$ cat src/rtl/psmac_seq_acc.sv
// Digit-serial multiply-accumulate sequencer around an external 2x2-bit multiplier.
// Operands of 2/4/8 bits are split into 2-bit digits and products are shift-added into a wrapping accumulator.
module psmac_seq_acc #(
    parameter int ACC_W = 24
) (
    input  logic             clk,
    input  logic             rst,
    input  logic             in_valid,
    output logic             in_ready,
    input  logic [7:0]       in_a,
    input  logic [7:0]       in_b,
    input  logic [1:0]       in_prec,
    input  logic             in_a_signed,
    input  logic             in_b_signed,
    input  logic             in_clr,
    input  logic             in_last,
    output logic [1:0]       mfu_a,
    output logic [1:0]       mfu_b,
    output logic [1:0]       mfu_sel,
    input  logic [3:0]       mfu_p,
    output logic             out_valid,
    input  logic             out_ready,
    output logic [ACC_W-1:0] out_acc
);

    typedef enum logic [1:0] {
        IDLE = 2'd0,
        RUN  = 2'd1,
        DONE = 2'd2
    } state_t;

    state_t           state_q;
    logic [7:0]       a_q;
    logic [7:0]       b_q;
    logic [1:0]       dl_q;
    logic             a_s_q;
    logic             b_s_q;
    logic             last_q;
    logic [1:0]       i_q;
    logic [1:0]       j_q;
    logic [ACC_W-1:0] acc_q;
    logic [ACC_W-1:0] acc_d;
    logic [ACC_W-1:0] out_acc_q;
    logic             out_valid_q;
    logic             in_ready_q;
    logic [1:0]       mfu_a_q;
    logic [1:0]       mfu_b_q;
    logic [1:0]       mfu_sel_q;

    logic [ACC_W-1:0] prod_ext_s;
    logic [3:0]       shift_s;
    logic [1:0]       i_d;
    logic [1:0]       j_d;
    logic             final_s;
    logic [1:0]       dl_in_s;

    function automatic logic [1:0] digit(input logic [7:0] x, input logic [1:0] idx);
        logic [1:0] r;
        case (idx)
            2'd0:    r = x[1:0];
            2'd1:    r = x[3:2];
            2'd2:    r = x[5:4];
            default: r = x[7:6];
        endcase
        return r;
    endfunction

    // Index of the most significant digit for a precision code; 11 behaves as 10.
    function automatic logic [1:0] last_idx(input logic [1:0] prec);
        logic [1:0] r;
        case (prec)
            2'd0:    r = 2'd0;
            2'd1:    r = 2'd1;
            default: r = 2'd3;
        endcase
        return r;
    endfunction

    // Product extension, digit-pair weighting and next (i,j) pair for the RUN step.
    always_comb begin
        dl_in_s = last_idx(in_prec);
        if (mfu_sel_q == 2'b00) begin
            prod_ext_s = {{(ACC_W-4){1'b0}}, mfu_p};
        end else begin
            prod_ext_s = {{(ACC_W-4){mfu_p[3]}}, mfu_p};
        end
        shift_s = {1'b0, i_q, 1'b0} + {1'b0, j_q, 1'b0};
        acc_d   = acc_q + (prod_ext_s << shift_s);
        final_s = (i_q == dl_q) && (j_q == dl_q);
        if (j_q == dl_q) begin
            i_d = i_q + 2'd1;
            j_d = 2'd0;
        end else begin
            i_d = i_q;
            j_d = j_q + 2'd1;
        end
    end

    // Sequencer FSM; the multiplier drive and handshake outputs are all registered here.
    always_ff @(posedge clk) begin
        if (rst) begin
            state_q     <= IDLE;
            a_q         <= 8'd0;
            b_q         <= 8'd0;
            dl_q        <= 2'd0;
            a_s_q       <= 1'b0;
            b_s_q       <= 1'b0;
            last_q      <= 1'b0;
            i_q         <= 2'd0;
            j_q         <= 2'd0;
            acc_q       <= {ACC_W{1'b0}};
            out_acc_q   <= {ACC_W{1'b0}};
            out_valid_q <= 1'b0;
            in_ready_q  <= 1'b0;
            mfu_a_q     <= 2'd0;
            mfu_b_q     <= 2'd0;
            mfu_sel_q   <= 2'd0;
        end else begin
            case (state_q)
                IDLE: begin
                    if (in_valid && in_ready_q) begin
                        a_q        <= in_a;
                        b_q        <= in_b;
                        dl_q       <= dl_in_s;
                        a_s_q      <= in_a_signed;
                        b_s_q      <= in_b_signed;
                        last_q     <= in_last;
                        i_q        <= 2'd0;
                        j_q        <= 2'd0;
                        mfu_a_q    <= in_a[1:0];
                        mfu_b_q    <= in_b[1:0];
                        mfu_sel_q  <= {in_a_signed & (dl_in_s == 2'd0),
                                       in_b_signed & (dl_in_s == 2'd0)};
                        if (in_clr) begin
                            acc_q <= {ACC_W{1'b0}};
                        end else begin
                            acc_q <= acc_q;
                        end
                        in_ready_q <= 1'b0;
                        state_q    <= RUN;
                    end else begin
                        in_ready_q <= 1'b1;
                    end
                end
                RUN: begin
                    acc_q <= acc_d;
                    if (final_s) begin
                        mfu_a_q   <= 2'd0;
                        mfu_b_q   <= 2'd0;
                        mfu_sel_q <= 2'd0;
                        if (last_q) begin
                            out_valid_q <= 1'b1;
                            out_acc_q   <= acc_d;
                            state_q     <= DONE;
                        end else begin
                            in_ready_q <= 1'b1;
                            state_q    <= IDLE;
                        end
                    end else begin
                        i_q       <= i_d;
                        j_q       <= j_d;
                        mfu_a_q   <= digit(a_q, i_d);
                        mfu_b_q   <= digit(b_q, j_d);
                        mfu_sel_q <= {a_s_q & (i_d == dl_q), b_s_q & (j_d == dl_q)};
                    end
                end
                DONE: begin
                    if (out_ready) begin
                        out_valid_q <= 1'b0;
                        in_ready_q  <= 1'b1;
                        state_q     <= IDLE;
                    end else begin
                        out_valid_q <= 1'b1;
                    end
                end
                default: begin
                    out_valid_q <= 1'b0;
                    in_ready_q  <= 1'b0;
                    mfu_a_q     <= 2'd0;
                    mfu_b_q     <= 2'd0;
                    mfu_sel_q   <= 2'd0;
                    state_q     <= IDLE;
                end
            endcase
        end
    end

    assign in_ready  = in_ready_q;
    assign out_valid = out_valid_q;
    assign out_acc   = out_acc_q;
    assign mfu_a     = mfu_a_q;
    assign mfu_b     = mfu_b_q;
    assign mfu_sel   = mfu_sel_q;

endmodule

$ cat config.mk
export PLATFORM = sky130hd
export DESIGN_NAME = psmac_seq_acc
export DESIGN_NICKNAME = d
export VERILOG_FILES = /design/src/rtl/psmac_seq_acc.sv
export SDC_FILE = /design/constraint.sdc
export NUM_CORES = 1
export LEC_CHECK = 0
export ABC_AREA = 0
export BUFFER_PORTS_ARGS = -buffer_cell sky130_fd_sc_hd__buf_4
export CAP_MARGIN = 20
export CORE_ASPECT_RATIO = 0.5
export CORE_UTILIZATION = 51
export DETAILED_ROUTE_END_ITERATION = 6
export PLACE_DENSITY = 0.77
export SETUP_SLACK_MARGIN = 0.1
export SLEW_MARGIN = 20
export SYNTH_ARGS = -nofsm -noshare
export SYNTH_HDL_FRONTEND = slang
export SYNTH_SLANG_ARGS = --single-unit
$ cat constraint.sdc
create_clock -name clk -period 11.4 [get_ports clk]
set_input_delay 0 -clock clk [delete_from_list [all_inputs] [get_ports clk]]
set_output_delay 0 -clock clk [all_outputs]
set_load 0.005 [all_outputs]
==> results.tsv, run 1 <==
stage	metric	value	unit
logic_synthesis	yosysTopAreaCell	dfxtp_1	
cts	cts.sink_count	83	
die	ios	62	
placed_design	placed_cells_incl_taps	825	
die	fp.coreArea	9700	sq um
setup_path	cp_max_fo	14	
logic_synthesis	synthesis.area	5230	sq um
flow_run	cap_viol_max_count	0	
route	detail_route.first_pass.iterations	5	
setup_path	cp_data_arrival_time	4420	ps
logic_synthesis	post-synth-top-area-fraction	31.8	%
placed_design	pre_cts_slack	7380	ps
logic_synthesis	ys_dominant_reg_cell	dfxtp_1	
cells_and_area	final_util	63.8	%
global_routing	wire_length_of_the_first_global_routing_pass	22000	um
cells_and_area	flow.area_growth_from_synthesis	18.4	%
cts	cts_buffer_count	9	
logic_synthesis	synth_xor_xnor_area_share	4.74	%
cells_and_area	antennaDiodeCount	0	
setup_path	timing.reg2reg.setup_slack	7250	ps
cells_and_area	drive_gt1_share	13.2	%
cts	cts_max_path_buffers	2	
logic_synthesis	synth_compound_gate_area_share	28.1	%
logic_synthesis	yosys.cell_count.top_type	nand2_1	
power_and_ir_drop	vdd_drop_max	0.0000886	V
global_routing	grt.total_usage	25.7	%
die	fp-row-count	25	
route	dr_total_vias	5072	
worst_hold_path	timing.hold.worst_path_depth	4	
worst_hold_path	hold_class	in2reg	
die	dieArea	10700	sq um
logic_synthesis	ys_types	70	
global_routing	grt_most_used_layer	met2	
cts	clock_tree.root_cell	clkbuf_16	
sta	timing.final.ws_setup	7250	ps
global_routing	antenna_violations_before_repair	0	
logic_synthesis	netlist_top_cells_count	nand2_1 (114), dfxtp_1 (83), a21oi_1 (80)	
logic_synthesis	synth.avg_cell_area	7.81	sq um
sta	timing.fmax	241	MHz
logic_synthesis	ys_async_sr_fraction	0	%
logic_synthesis	yosys.area_share.adder	7.71	%
route	remaining_antenna_violation_count	0	
cells_and_area	layout.cell_area.non_filler	6190	sq um
global_routing	grt.overflow.total	0	
logic_synthesis	syn_nets	730	
die	floorplan.die.height	73.6	um
route	routedWlPerCell	15.5	um
global_routing	met2_usage	43.3	%
sta	timing.clock.skew	8.55	ps
cells_and_area	stdcell_count	862	
route	wl	13400	um
sta	setup-violations-final	0	
die	initial_utilization	53.9	%
cts	cts_max_level	3	
sta	period_minus_slack	4150	ps
placed_design	dpl-instance-area	5670	sq um
power_and_ir_drop	powerDensity	122	nW/um^2
sta	slew_headroom	31.6	%
setup_path	reg2reg_to	out_acc[22]	
global_routing	grt.met1_usage	33.1	%
cts	cts_tree	done	
power_and_ir_drop	leakage	2.52	nW
setup_path	timing.reg2reg.worst_path_depth	14	
logic_synthesis	post_synth_and_or_nand_nor_area_fraction	20.8	%
logic_synthesis	synth_top_family_by_area	compound AO/OA/AOI/OAI gates	
logic_synthesis	seq_area_frac_synth	31.8	%
logic_synthesis	yosysWarnings	0	
sta	finalMaxSlewViolations	0	
sta	fin_setup_tns	0	ps
logic_synthesis	yosys_register_bits	83	
placed_design	gp_routability_congestion	0.902	
global_routing	largest_net_degree_at_the_start_of_global_routing	81	
worst_hold_path	whs_endpoint	mfu_sel[1]	
setup_path	worstSetupStartpointType	register	
cts	post-cts-setup-buffer-count	0	
logic_synthesis	count_of_mapped_cells_out_of_synthesis	669	
logic_synthesis	ys_top_cells_by_area	dfxtp_1 (32%), nand2_1 (8.2%), a21oi_1 (7.7%), ha_1 (6.9%), nor2_1 (3.7%)	
setup_path	worst_r2r_startpoint	j_q[1]	
global_routing	grt_pass1_vias	4573	
placed_design	place.port_buffers	61	
route	detailedRoute.firstIterationViolations	352	
setup_path	worst_setup_path_end_kind	register	
cts	clock_insertion_delay_worst_skew	340	ps
global_routing	grtUsageMet3	5.90	%
setup_path	worst-setup-path-type	reg2reg	
logic_synthesis	yosys-mux-area-fraction	1.82	%
sta	tightest_slew	1030	ps
sta	setup_repair_after_global_routing_missed_its_margin	false	
route	drcViolationCount	0	
cells_and_area	number_of_nets_at_the_end_of_the_flow	783	
run_status	run_status	complete, no violations	
route	routed_via_density	5.88	
cts	clkTransAtPathRegs	60	ps
worst_hold_path	hold_start	in_prec[0]	
placed_design	detailed_place_hpwl	9350	um
die	floorplan.die.width	145	um
sta	fin_crit_sh	36.4	%
sta	hold_viol_final	0	
setup_path	worstPathRequired	11680	ps
logic_synthesis	synth_edf_count	0	
-- layout by cell type (no fill, tap or decap), drive strengths merged, types with 4 or more instances in the layout --
cell and instances:
xnor2 16, and2 7, o21a 6, o211ai 12, xor2 8, dfxtp 83, a22o 17, nand4 9
inv 20, clkbuf 11, ha 29, and3 7, a22oi 15, a211oi 10, o21ai 34, nand3 15
a2111oi 5, nor2b 7, dlygate4sd3 21, nand2b 6, a21o 9, a21oi 80, mux2i 5, nor3 5
nor2 52, a31oi 6, buf 62, mux2 4, nand2 115
-- layout make-up --
type                    instances  area [sq um]
fillers                       893          3510
multi-input cells             526          3310
flip-flops and latches         83          1660
repair buffers                 83           676
clock buffers                  11           243
well taps                     135           169
inverters                      19          71.3
clock inverters                 5          61.3
-- per-stage QoR --
| step | hold slack (ps) | power [mW] |
|---|---|---|
| after floorplan | 136 | 0.418 |
| after global placement | 249 | 0.453 |
| after global routing | 68.5 | 0.792 |
| final | 26.2 | 0.757 |
| after CTS | 19.3 | 0.757 |
| after detailed placement | 254 | 0.455 |
-- critical path: stages, from the launching register on --
cell	delay (ps)
dfxtp_1	610
inv_1	200
fa_1	790
nand2_1	150
nor2_1	130
ha_1	210
inv_1	70
fa_1	390
nand2b_1	200
a211oi_2	370
o21ai_0	170
nand2_1	140
a311oi_2	140
or4_1	420
nand3_1	80
-- worst max-delay path by stage --
| stage | slack, ps | cells after the start | to | from |
|---|---|---|---|---|
| detailed placement | 7380 | 15 | out_acc[22] | j_q[0] |
| floorplan | 7680 | 16 | out_acc[22] | j_q[1] |
| finish | 7250 | 14 | out_acc[22] | j_q[1] |
| CTS | 7340 | 14 | out_acc[22] | j_q[1] |
| global placement | 7450 | 15 | out_acc[22] | j_q[0] |
| global route | 6890 | 13 | out_acc[23] | j_q[1] |
-- sequential cells by signal, summed over array words and instances, names as in the netlist, 2 cells and up --
register / count
mfu_b: 2
a_q: 8
b_q: 8
state_q: 2
dl_q: 2
j_q: 2
i_q: 2
out_acc: 24
mfu_a: 2
acc_q: 24
mfu_sel: 2
-- timing repair --
action                    CTS  global route
hold endpoints to repair   22             0
resized for setup           0             0
hold buffers               21             0
-- layer usage --
metal	wire (um)	up-vias
li1	-	2518
met4	211	0
met5	0	-
met2	6230	154
met3	746	27
met1	6220	2373
-- power breakdown --
part,internal (mW),leakage (nW),switching [mW]
logic,0.0602,1.70,0.0880
registers,0.300,0.672,0.00951
clock network,0.177,0.150,0.123
total,0.537,2.52,0.220
-- kinds of logic after synthesis --
| kind of cell | Yosys count |
|---|---|
| compound gates | 221 |
| fa+ha+maj | 31 |
| simple gates | 240 |
| flops | 83 |
| mux | 9 |
| xor+xnor | 25 |
| buf+inv | 60 |
No activity file was read; power rests on OpenSTA's default activity.
==> inputs of run 2 (changes only) <==
==> constraint.sdc (replaced) <==
create_clock -name clk -period 3.9 [get_ports clk]
set_input_delay 0 -clock clk [delete_from_list [all_inputs] [get_ports clk]]
set_output_delay 0 -clock clk [all_outputs]
set_load 0.005 [all_outputs]
==> run 2 against run 1 <==
Effect of this change:
- final area up 4.0%
- register-to-register slack worse by 7000 ps
- setup slack worse by 7000 ps
- clock skew down 3.4 ps
- critical endpoint is now acc_q[23]
- largest cell class unchanged
==> results.tsv, run 2 (same netlist as run 1, synthesis figures left out) <==
stage	metric	value	unit
global_routing	largest_net_degree_at_the_start_of_global_routing	81	
setup_path	cp_data_arrival_time	3880	ps
die	fp.coreArea	9700	sq um
setup_path	worstPathRequired	4170	ps
sta	fin_worst_hold_slack	120	ps
cts	clkTransAtPathRegs	70	ps
power_and_ir_drop	powerDensity	341	nW/um^2
global_routing	antenna_violations_before_repair	0	
die	initial_utilization	53.9	%
cells_and_area	layout.cells.most_common	nand2_1	
power_and_ir_drop	leakage	2.59	nW
setup_path	cp_max_fo	6	
route	detailedRoute.firstIterationViolations	321	
setup_path	worst_path_largest_cell_delay	670	ps
setup_path	worstPathBufferInverterCount	4	
worst_hold_path	timing.hold.worst_path_depth	4	
run_status	run_status	complete, no violations	
sta	finalMaxSlewViolations	0	
cells_and_area	drive_gt1_share	18.0	%
cts	cts_buffer_count	9	
worst_hold_path	hold_class	in2reg	
cells_and_area	number_of_nets_at_the_end_of_the_flow	801	
cts	cts_max_level	3	
setup_path	critical_path.slowest_cell	fa_2	
cells_and_area	antennaDiodeCount	0	
die	floorplan.die.width	145	um
route	routed_via_density	5.77	
placed_design	gp_routability_congestion	0.914	
cts	clock_tree.root_cell	clkbuf_16	
cts	cts_max_path_buffers	2	
setup_path	worst_setup_path_end_kind	register	
route	drcViolationCount	0	
global_routing	grt_pass1_vias	4637	
setup_path	crit_path_cells	ha_1, inv_1, fa_2, buf_6, nand3_1, inv_1, ha_1, a211oi_2, o211ai_1, a22oi_2, nand4_1, buf_4, a21o_1, and2_1, o211ai_1	
route	detail_route.first_pass.iterations	5	
sta	timing.clock.skew	5.15	ps
cts	clock_insertion_delay_worst_skew	350	ps
global_routing	grt.overflow.total	0	
setup_path	path_depth	15	
cts	cts_tree	done	
sta	slew_headroom	29.5	%
placed_design	placed_cells_incl_taps	837	
route	remaining_antenna_violation_count	0	
sta	fin_crit_sh	92.5	%
placed_design	place.port_buffers	61	
cells_and_area	stdcell_count	880	
route	dr_total_vias	5080	
flow_run	cap_viol_max_count	0	
sta	setup_repair_after_global_routing_missed_its_margin	false	
cells_and_area	layout_common_cells	nand2_1 (113), dfxtp_1 (83), buf_4 (78)	
route	routedWlPerCell	15.6	um
die	ios	62	
die	dieArea	10700	sq um
power_and_ir_drop	vdd_drop_max	0.000225	V
die	floorplan.die.height	73.6	um
sta	hold_viol_final	0	
die	fp-row-count	25	
global_routing	grt.total_usage	26.1	%
sta	fin_setup_tns	0	ps
placed_design	detailed_place_hpwl	9550	um
setup_path	timing.reg2reg.worst_path_depth	15	
sta	tightest_slew	1050	ps
cells_and_area	flow.area_growth_from_synthesis	23.1	%
setup_path	worstSetupStartpointType	register	
sta	timing.fmax	277	MHz
global_routing	wire_length_of_the_first_global_routing_pass	22200	um
setup_path	worst-setup-path-type	reg2reg	
setup_path	critical-path-top-delay-family	compound AO/OA/AOI/OAI gates	
sta	setup-violations-final	0	
sta	period_minus_slack	3610	ps
cts	cts.sink_count	83	
route	wl	13700	um
[run 2: cell count changes in the layout (fill, tap and decap cells not counted), sizes merged]
cell / delta
inv: +3
bufinv: -1
buf: +17
clkinv: -1
clkinvlp: +1
dlygate4sd3: +1
clkbuf: -2
[run 2: metal layers]
metal	wire length, um	GRT usage (%)
met3	714	5.47
met4	190	7.37
met5	0	0
met1	6460	33.7
met2	6350	44.7
[run 2: tightest hold or removal path: stages]
cell and delay (ps):
buf_4 110, nand2b_1 150, nand4_1 100, a211oi_1 60
[run 2: final cells by class]
cell class                      count  area [sq um]
Clock buffer                        9           225
Tap cell                          135           169
Inverter                           19          71.3
Fill cell                         816          3260
Timing Repair Buffer              101           817
Sequential cell                    83          1660
Clock inverter                      7          58.8
Multi-Input combinational cell    526          3430
[run 2: final timing paths]
kind / startpoint / to / slack [ps]
worst max-delay path: i_q[0] / acc_q[23] / 290
worst min-delay path: out_ready / state_q[0] / 120
worst max register to register: i_q[0] / acc_q[23] / 290
worst min register to register: acc_q[21] / acc_q[21] / 450
[run 2: through the flow]
step	cell area (sq um)	setup WS (ps)	util (%)	total power, mW
final	6430	291	66.3	2.19
after global routing	6430	75.6	66.3	2.30
after CTS	6270	109	64.6	2.18
after detailed placement	5760	106	59.4	1.34
after global placement	5760	170	59.4	1.34
after floorplan	5230	175	-	1.22
[run 2: what timing repair did]
item                                    4_1_cts  5_1_grt
buffers inserted                              0        5
gates resized for setup                       1       35
hold buffers                                 22        0
endpoints found under the hold margin        22        0
pin swaps                                     0       11
endpoints found under the setup margin        1       25
[run 2: power by group]
part | switching, mW | internal (mW)
clock network | 0.383 | 0.443
logic | 0.269 | 0.194
registers | 0.0264 | 0.876
